[config.mk]
export PLATFORM = sky130hd
export DESIGN_NAME = tx_message_scheduler
export DESIGN_NICKNAME = d
export VERILOG_FILES = /design/src/rtl/link_msg_pkg.sv /design/src/rtl/msg_slot.sv /design/src/rtl/tx_message_scheduler.sv
export SDC_FILE = /design/constraint.sdc
export NUM_CORES = 1
export LEC_CHECK = 0
export ABC_CLOCK_PERIOD_IN_PS = 2200
export CAP_MARGIN = 5
export CORE_ASPECT_RATIO = 1.25
export CORE_UTILIZATION = 52
export DETAILED_ROUTE_END_ITERATION = 8
export PLACE_DENSITY = 0.77
export REMOVE_ABC_BUFFERS = 1
export SYNTH_ARGS = -nofsm -noshare
export SYNTH_HDL_FRONTEND = slang
export SYNTH_HIERARCHICAL = 1
export SYNTH_SLANG_ARGS = --single-unit
[constraint.sdc]
create_clock -name clock -period 2.2 [get_ports clock]
set_input_delay 0.44 -clock clock [delete_from_list [all_inputs] [get_ports clock]]
set_output_delay 0.44 -clock clock [all_outputs]
set_load 0.03 [all_outputs]
[src/rtl/link_msg_pkg.sv]
// Shared types and defaults for the outbound link message scheduler.
// Class encoding doubles as slot index; a lower index means higher launch priority.
package link_msg_pkg;

    typedef enum logic [1:0] {
        CLS_SYNC     = 2'd0,
        CLS_NEW_GAME = 2'd1,
        CLS_MISS     = 2'd2,
        CLS_BALL     = 2'd3
    } msg_class_t;

    typedef enum logic [1:0] {
        ST_IDLE = 2'd0,
        ST_SEND = 2'd1,
        ST_GAP  = 2'd2
    } sched_state_t;

    typedef struct packed {
        logic [8:0] ball_y;
        logic [3:0] vel_x;
        logic [3:0] vel_y;
        logic       sign_y;
    } ball_payload_t;

    localparam int NUM_CLASSES = 4;
    localparam int PAYLOAD_W   = $bits(ball_payload_t);

    localparam int DEFAULT_TIMEOUT_CYCLES = 1000000;
    localparam int DEFAULT_MAX_RETRY      = 3;
    localparam int DEFAULT_GAP_CYCLES     = 16;

    // Bit positions of the one-hot message type register.
    localparam int TYP_AYT  = 0;
    localparam int TYP_IAH  = 1;
    localparam int TYP_NG   = 2;
    localparam int TYP_MISS = 3;
    localparam int TYP_BALL = 4;
    localparam int TYP_W    = 5;

    function automatic msg_class_t highest_pending(input logic [NUM_CLASSES-1:0] full);
        msg_class_t cls;
        if (full[CLS_SYNC])          cls = CLS_SYNC;
        else if (full[CLS_NEW_GAME]) cls = CLS_NEW_GAME;
        else if (full[CLS_MISS])     cls = CLS_MISS;
        else                         cls = CLS_BALL;
        return cls;
    endfunction

endpackage

[src/rtl/msg_slot.sv]
// One-deep message holding register: a set always loads the newest payload,
// and a set landing on an occupied slot that is not being drained pulses overwrite.
module msg_slot #(
    parameter int W = 1
) (
    input  logic         clock,
    input  logic         reset_L,
    input  logic         set,
    input  logic         clear,
    input  logic [W-1:0] data_in,
    output logic         full,
    output logic [W-1:0] data,
    output logic         overwrite
);

    logic         full_reg;
    logic [W-1:0] data_reg;
    logic         overwrite_reg;

    always_ff @(posedge clock or negedge reset_L) begin
        if (!reset_L) begin
            full_reg      <= 1'b0;
            data_reg      <= '0;
            overwrite_reg <= 1'b0;
        end else begin
            overwrite_reg <= set && full_reg && !clear;
            if (set) begin
                full_reg <= 1'b1;
                data_reg <= data_in;
            end else if (clear) begin
                full_reg <= 1'b0;
            end
        end
    end

    assign full      = full_reg;
    assign data      = data_reg;
    assign overwrite = overwrite_reg;

endmodule

[src/rtl/tx_message_scheduler.sv]
// Arbitrates SYNC / NEW_GAME / MISS / BALL requests onto the single sender
// handshake, with inter-message gap, send timeout, bounded retry and link failure flag.
module tx_message_scheduler
    import link_msg_pkg::*;
#(
    parameter int TIMEOUT_CYCLES = DEFAULT_TIMEOUT_CYCLES,
    parameter int MAX_RETRY      = DEFAULT_MAX_RETRY,
    parameter int GAP_CYCLES     = DEFAULT_GAP_CYCLES
) (
    input  logic       clock,
    input  logic       reset_L,
    input  logic       req_sync,
    input  logic       sync_kind_in,
    input  logic       req_new_game,
    input  logic       req_miss,
    input  logic       i_lost_in,
    input  logic       req_ball,
    input  logic [8:0] ball_y_in,
    input  logic [3:0] vel_x_in,
    input  logic [3:0] vel_y_in,
    input  logic       sign_y_in,
    input  logic       message_sent,
    input  logic       clear_fail,
    output logic       send_new_message,
    output logic       are_you_there_tx,
    output logic       I_am_here_tx,
    output logic       new_game_message_tx,
    output logic       miss_message_tx,
    output logic       ball_message_tx,
    output logic       I_lost_tx,
    output logic [8:0] ball_y_tx,
    output logic [3:0] velocity_x_tx,
    output logic [3:0] velocity_y_tx,
    output logic       sign_y_tx,
    output logic [3:0] pending,
    output logic       busy,
    output logic [3:0] overwrite,
    output logic       tx_timeout,
    output logic       link_fail
);

    localparam int TO_W  = (TIMEOUT_CYCLES > 2) ? $clog2(TIMEOUT_CYCLES) : 1;
    localparam int RT_W  = (MAX_RETRY > 0) ? $clog2(MAX_RETRY + 1) : 1;
    localparam int GAP_W = (GAP_CYCLES > 2) ? $clog2(GAP_CYCLES) : 1;

    logic [NUM_CLASSES-1:0] req_vec;
    logic [NUM_CLASSES-1:0] slot_full;
    logic [NUM_CLASSES-1:0] slot_clear;
    logic [NUM_CLASSES-1:0] slot_overwrite;
    logic [PAYLOAD_W-1:0]   slot_in   [NUM_CLASSES];
    logic [PAYLOAD_W-1:0]   slot_data [NUM_CLASSES];

    sched_state_t          state_reg, state_next;
    msg_class_t            cls_reg;
    msg_class_t            sel_cls;
    logic [PAYLOAD_W-1:0]  sel_payload;
    logic [TYP_W-1:0]      type_reg, type_next;
    logic [TO_W-1:0]       to_cnt_reg;
    logic [RT_W-1:0]       retry_reg;
    logic [GAP_W-1:0]      gap_cnt_reg;
    logic                  dirty_reg;
    logic                  i_lost_reg;
    ball_payload_t         ball_reg;
    logic                  tx_timeout_reg;
    logic                  link_fail_reg;

    logic sent_ok;
    logic timeout_hit;
    logic drop;
    logic gap_done;

    assign req_vec = {req_ball, req_miss, req_new_game, req_sync};

    assign slot_in[CLS_SYNC]     = {{(PAYLOAD_W-1){1'b0}}, sync_kind_in};
    assign slot_in[CLS_NEW_GAME] = '0;
    assign slot_in[CLS_MISS]     = {{(PAYLOAD_W-1){1'b0}}, i_lost_in};
    assign slot_in[CLS_BALL]     = {ball_y_in, vel_x_in, vel_y_in, sign_y_in};

    genvar gi;
    generate
        for (gi = 0; gi < NUM_CLASSES; gi++) begin : g_slot
            msg_slot #(
                .W(PAYLOAD_W)
            ) u_slot (
                .clock     (clock),
                .reset_L   (reset_L),
                .set       (req_vec[gi]),
                .clear     (slot_clear[gi]),
                .data_in   (slot_in[gi]),
                .full      (slot_full[gi]),
                .data      (slot_data[gi]),
                .overwrite (slot_overwrite[gi])
            );
        end
    endgenerate

    assign sel_cls     = highest_pending(slot_full);
    assign sel_payload = slot_data[sel_cls];

    assign sent_ok     = (state_reg == ST_SEND) && message_sent;
    assign timeout_hit = (state_reg == ST_SEND) && !message_sent
                         && (to_cnt_reg == TO_W'(TIMEOUT_CYCLES - 1));
    assign drop        = timeout_hit && (retry_reg == RT_W'(MAX_RETRY));
    assign gap_done    = (state_reg == ST_GAP) && (gap_cnt_reg == GAP_W'(GAP_CYCLES - 1));

    // A slot refreshed while its previous payload was in flight must survive
    // the completion so the newer payload still gets sent.
    always_comb begin
        slot_clear = '0;
        if ((sent_ok || drop) && !dirty_reg)
            slot_clear[cls_reg] = 1'b1;
    end

    always_comb begin
        type_next = '0;
        case (sel_cls)
            CLS_SYNC: begin
                if (sel_payload[0]) type_next[TYP_IAH] = 1'b1;
                else                type_next[TYP_AYT] = 1'b1;
            end
            CLS_NEW_GAME: type_next[TYP_NG]   = 1'b1;
            CLS_MISS:     type_next[TYP_MISS] = 1'b1;
            default:      type_next[TYP_BALL] = 1'b1;
        endcase
    end

    always_ff @(posedge clock or negedge reset_L) begin
        if (!reset_L) state_reg <= ST_IDLE;
        else          state_reg <= state_next;
    end

    always_comb begin
        state_next = state_reg;
        case (state_reg)
            ST_IDLE: if (|slot_full) state_next = ST_SEND;
            ST_SEND: if (message_sent || timeout_hit) state_next = ST_GAP;
            ST_GAP:  if (gap_done) state_next = ST_IDLE;
            default: state_next = ST_IDLE;
        endcase
    end

    always_ff @(posedge clock or negedge reset_L) begin
        if (!reset_L) begin
            cls_reg        <= CLS_SYNC;
            type_reg       <= '0;
            to_cnt_reg     <= '0;
            retry_reg      <= '0;
            gap_cnt_reg    <= '0;
            dirty_reg      <= 1'b0;
            i_lost_reg     <= 1'b0;
            ball_reg       <= '0;
            tx_timeout_reg <= 1'b0;
            link_fail_reg  <= 1'b0;
        end else begin
            tx_timeout_reg <= timeout_hit;

            if (drop)            link_fail_reg <= 1'b1;
            else if (clear_fail) link_fail_reg <= 1'b0;

            if (state_reg == ST_GAP && !gap_done) gap_cnt_reg <= gap_cnt_reg + GAP_W'(1);
            else                                  gap_cnt_reg <= '0;

            case (state_reg)
                ST_IDLE: begin
                    to_cnt_reg <= '0;
                    if (|slot_full) begin
                        cls_reg   <= sel_cls;
                        type_reg  <= type_next;
                        dirty_reg <= 1'b0;
                        if (sel_cls == CLS_MISS) i_lost_reg <= sel_payload[0];
                        if (sel_cls == CLS_BALL) ball_reg   <= ball_payload_t'(sel_payload);
                    end
                end
                ST_SEND: begin
                    if (req_vec[cls_reg]) dirty_reg <= 1'b1;
                    if (message_sent) begin
                        retry_reg <= '0;
                    end else if (timeout_hit) begin
                        retry_reg <= drop ? '0 : retry_reg + RT_W'(1);
                    end else if (to_cnt_reg != {TO_W{1'b1}}) begin
                        to_cnt_reg <= to_cnt_reg + TO_W'(1);
                    end
                end
                default: ;
            endcase
        end
    end

    // Outputs decode straight from state so an asynchronous reset drops the
    // request and type bits without waiting for a clock edge.
    always_comb begin
        send_new_message = (state_reg == ST_SEND);
        busy             = (state_reg != ST_IDLE);
        are_you_there_tx    = send_new_message && type_reg[TYP_AYT];
        I_am_here_tx        = send_new_message && type_reg[TYP_IAH];
        new_game_message_tx = send_new_message && type_reg[TYP_NG];
        miss_message_tx     = send_new_message && type_reg[TYP_MISS];
        ball_message_tx     = send_new_message && type_reg[TYP_BALL];
    end

    assign I_lost_tx     = i_lost_reg;
    assign ball_y_tx     = ball_reg.ball_y;
    assign velocity_x_tx = ball_reg.vel_x;
    assign velocity_y_tx = ball_reg.vel_y;
    assign sign_y_tx     = ball_reg.sign_y;

    assign pending    = {slot_full[CLS_SYNC], slot_full[CLS_NEW_GAME],
                         slot_full[CLS_MISS], slot_full[CLS_BALL]};
    assign overwrite  = {slot_overwrite[CLS_SYNC], slot_overwrite[CLS_NEW_GAME],
                         slot_overwrite[CLS_MISS], slot_overwrite[CLS_BALL]};
    assign tx_timeout = tx_timeout_reg;
    assign link_fail  = link_fail_reg;

endmodule

# Yosys cells after proc, flatten, opt, wreduce, memory -nomap -nowiden

Index checks and enable logic that the tools add are counted.

Bits of input ports: 28
Output and inout bits: 36
Bits in registers: 85
Logic and storage cells: 139

Muxes and demuxes: 42
Equality and inequality tests: 16
Add/sub/neg operators: 3
Magnitude comparators: 3
Reductions and logical operators: 49
Bitwise operators: 1

Operator list:

| kind                                                                    | count |
|---|---|
| 20-bit 2-to-1 mux                                                       | 3 |
| 20-bit case mux with 2 select lines                                     | 1 |
| 18-bit binary-select mux with 2-bit select                              | 1 |
| 18-bit 2-to-1 mux                                                       | 2 |
| 1-bit logical AND                                                       | 21 |
| 20-bit by 1-bit adder with 20-bit output, second input constant         | 1 |
| 20-bit == test, second input constant                                   | 1 |
| 1-bit 2-to-1 mux                                                        | 20 |
| 20-bit inequality test, second input constant                           | 1 |
| 2-bit 2-to-1 mux                                                        | 9 |
| 2-bit nonzero test                                                      | 8 |
| 3-bit AND reduction                                                     | 4 |
| 2-bit == test, second input constant                                    | 4 |
| 4-bit 2-to-1 mux                                                        | 2 |
| 2-bit inequality test, second input constant                            | 4 |
| 1-bit zero test                                                         | 7 |
| 2-bit by 1-bit inequality test with 1-bit output, second input constant | 3 |
| 2-bit case mux with 3 select lines                                      | 1 |
| 4-bit by 1-bit adder with 4-bit output, second input constant           | 1 |
| 2-bit by 1-bit == test with 1-bit output, second input constant         | 2 |
| 4-bit == test, second input constant                                    | 1 |
| 2-bit zero test                                                         | 2 |
| 2-bit AND reduction                                                     | 2 |
| 4-bit AND reduction                                                     | 1 |
| other kinds (11)                                                        | 12 |

# Logic depth before layout (Yosys ltp)

Depth after elaboration: 9
Depth in mapped cells: 8

# Cells and area by module

Netlist, hierarchy kept.

Modules (own cells, without submodules):

| module               | area an instance (µm²) | instances | seq. area each (µm²) | cells each |
|---|---|---|---|---|
| msg_slot             | 810.8                  | 4         | 500.5                | 43 |
| tx_message_scheduler | 2919.0                 | 1         | 1426.4               | 297 |

# Worst setup path before layout

No wires, ideal clock.

Path kind: flip-flop to output port
Start point: register state_reg[1]
End point: output I_am_here_tx
Data arrival time: 1929 ps
Setup slack: -169 ps
Cell stages (with the launch flop): 6
Path buffers: 3
Cells stage by stage: dfrtp_1 nor2b_1 clkbuf_1 clkbuf_1 clkbuf_1 and2_1

Cells in the longest elaborated chain, start to end: 2

RTL lines:

| what                                     | line                        | RTL |
|---|---|---|
| from (decl)                              | tx_message_scheduler.sv:53  | `sched_state_t state_reg, state_next;` |
| from (signal assigned)                   | tx_message_scheduler.sv:129 | `else state_reg <= state_next;` |
| 2-bit by 1-bit == test with 1-bit output | tx_message_scheduler.sv:192 | `send_new_message = (state_reg == ST_SEND);` |
| named net send_new_message               | tx_message_scheduler.sv:24  | `output logic send_new_message,` |
| 1-bit logical AND                        | tx_message_scheduler.sv:195 | `I_am_here_tx = send_new_message && type_reg[TYP_IAH];` |
| to (decl)                                | tx_message_scheduler.sv:26  | `output logic I_am_here_tx,` |

The timed path passes the listed nets, and every way through them passes these cells.

# Final worst setup path

Start point: register state_reg[1]
End point: output miss_message_tx

Cells in the longest elaborated chain, start to end: 2

RTL lines:

| what                                     | line                        | RTL |
|---|---|---|
| 2-bit by 1-bit == test with 1-bit output | tx_message_scheduler.sv:192 |  |
| 1-bit logical AND                        | tx_message_scheduler.sv:197 | `miss_message_tx = send_new_message && type_reg[TYP_MISS];` |
| to (decl)                                | tx_message_scheduler.sv:28  | `output logic miss_message_tx,` |

No other way between the ends.

==> qor.txt <==
Result of the run: complete, no violations
Number of hold buffers added after CTS: 0
Period Utilization, post-route: 95.3%
Category of the most critical setup path: register to primary output
Critical path launch point type: register
Width of the die: 90.4 µm
Final std cells w/o fill: 663
Total placed cells including tap cells: 648
Count of routing violations after the opening detailed-route iteration: 175
Critical path required time: 1760 ps
Time the worst path needs with I/O delays and setup: 2100 ps
Drt drc: 0
Standby leakage power: 3.05 nW
Area of the die: 10,200 µm²
Number of placement rows: 40
Count of buffers from port buffering: 63
Via count: 3,708
Clock root buffer master: sky130_fd_sc_hd__clkbuf_16
Clock buffer count from CTS: 9
Count of H-tree levels built during CTS: 3
Area of all placed cells without fillers: 6500 µm²
Post-detailed-route via-to-cell ratio: 5.59
Buffer depth of the longest clock path: 2
Beginning of the worst register-to-register path: to_cnt_reg[1]$_DFFE_PN0P_
Ant. Diodes: 0
Number of hold violations in the final report: 0
Post-route setup slack: 104 ps
Arrival time worst endpoint: 1660 ps
Capturing point of the worst reg2reg path: to_cnt_reg[9]$_DFFE_PN0P_
Total global-route track usage: 24.4%
TritonCTS clock tree: done
Relative max-transition margin: 50.2%
Share of cells above drive strength 1: 25.7%
Number of nets with antenna violations after routing: 0
Setup violation total in the final timing report: 0
Place WS: -501 ps
Fillers: 675
Max IR drop VDD: 0.472 mV
Final clock skew: 6.37 ps
First-pass GRT wire length: 19.3 mm
Multi-input logic area: 2250 µm²
Number of clock sinks seen by CTS: 110
Number of antenna violations at the first check in global routing: 0
Total cell area at the placement stage: 6140 µm²
Clock insertion delay at the later pin of the skew report: 340 ps
Sequential cell area: 2750 µm²
Drt first pass iters: 4
Detailed-route wire length: 11.5 mm
Final GP Congestion: 0.872
Wire per inst: 17.3 µm
Height of the die: 113 µm
Initial core utilization: 53.2%
Number of buffers inserted by post-CTS setup repair: 0
Transition time at the pin with the least slew margin: 745 ps
Setup TNS Final: 0 ps
Syn_area_per_cell: 12.2 µm²
Residual overflow from global routing: 0
Post-Syn Instances: 415
Cell depth of the worst flop-to-flop path: 6
Post-synth design cell area: 5080 µm²
Via count of the first global-routing pass: 3,861
Placed wire-length estimate: 8.03 mm
Signed area change from the synthesized netlist to the final layout: 28.0%
Peak fanout along the critical path: 20
# nets final: 564
Number of pins with negative max-slew slack in the final report: 0
Placeable core region: 9560 µm²
Clock-pin transition on the worst setup and hold timing paths: 70 ps
Pin count of the biggest net entering global routing: 43
Number of flip-flops in the largest register: 45
Pwr Density: 859 nW/µm²
Count of synthesis-stage warnings from yosys: 6
Class of the most critical hold timing path: input pin to asynchronous set/reset pin
Maximum achievable frequency: 477 MHz
Worst reg-to-reg setup slack: 110 ps
Setup crit end kind: primary output
Max-cap violations: 0
Top-level I/O count: 64
-- per-layer routing --
layer / up-vias / wire length [µm] / part of all wire, % / global-route usage, %
met1: 1880 / 4900 / 43 / 30.0
met5: - / 0 / 0 / 0
met4: 0 / 182 / 1.6 / 9.25
met2: 94 / 6000 / 52 / 42.6
met3: 16 / 389 / 3.4 / 4.54
li1: 1718 / - / - / -
-- layout make-up --
type	instances	share of cell area, %
timing repair buffer	107	15.0
multi-input combinational	294	34.6
clock buffer	12	3.94
inverter	11	0.635
clock inverter	3	1.04
tap	126	2.42
sequential	110	42.3
-- cells in the final DEF (no fill, tap or decap), drive strengths merged, types with 8 or more instances in the layout --
cell	n
a22oi	8
clkdlybuf4s50	55
dfrtp	110
nand2b	9
a21o	8
buf	51
nand3	9
mux2	56
and3	13
inv	11
nand2	28
a31oi	26
clkbuf	12
o21ai	17
conb	25
nor2	20
a21oi	12
-- where the power goes --
group          internal (mW)  switching [mW]
clock network           1.05           0.695
registers               2.22           0.160
logic                  0.681           0.782
-- how the worst max path moves through the flow --
stage	start	end	slack (ps)	depth (start not counted)
6_report	state_reg[1]$_DFFE_PN0P_	miss_message_tx	100	5
5_1_grt	to_cnt_reg[6]$_DFFE_PN0P_	g_slot[2].u_slot/overwrite$_DFF_PN0_	-6	8
4_1_cts	g_slot[0].u_slot/full$_DFFE_PN0P_	pending[3]	30	1
3_5_place_dp	message_sent	to_cnt_reg[18]$_DFFE_PN0P_	-500	6
3_3_place_gp	message_sent	to_cnt_reg[9]$_DFFE_PN0P_	-410	6
2_1_floorplan	state_reg[1]$_DFFE_PN0P_	to_cnt_reg[9]$_DFFE_PN0P_	-680	5
-- critical path, stage by stage (launching register included) --
cell and delay (ps):
sky130_fd_sc_hd__dfrtp_1 410, sky130_fd_sc_hd__buf_4 180, sky130_fd_sc_hd__nor2b_2 170, sky130_fd_sc_hd__buf_6 210
sky130_fd_sc_hd__and2_1 190, sky130_fd_sc_hd__buf_4 170
-- through the flow --
stage / utilization [%] / total power [mW] / hold WS (ps)
after global placement: 64.3 / 3.80 / 442
final: 68.0 / 5.59 / 96.6
after detailed placement: 64.3 / 3.84 / 459
after floorplan: - / 3.16 / 144
after global routing: 68.0 / 5.86 / 129
after CTS: 67.8 / 5.60 / 108
-- what timing repair did --
action | in CTS | in global routing
gates resized for setup | 2 | 7
endpoints found under the setup margin | 16 | 11
hold endpoints to repair | 0 | 0
(Power assumes the default switching activity.)
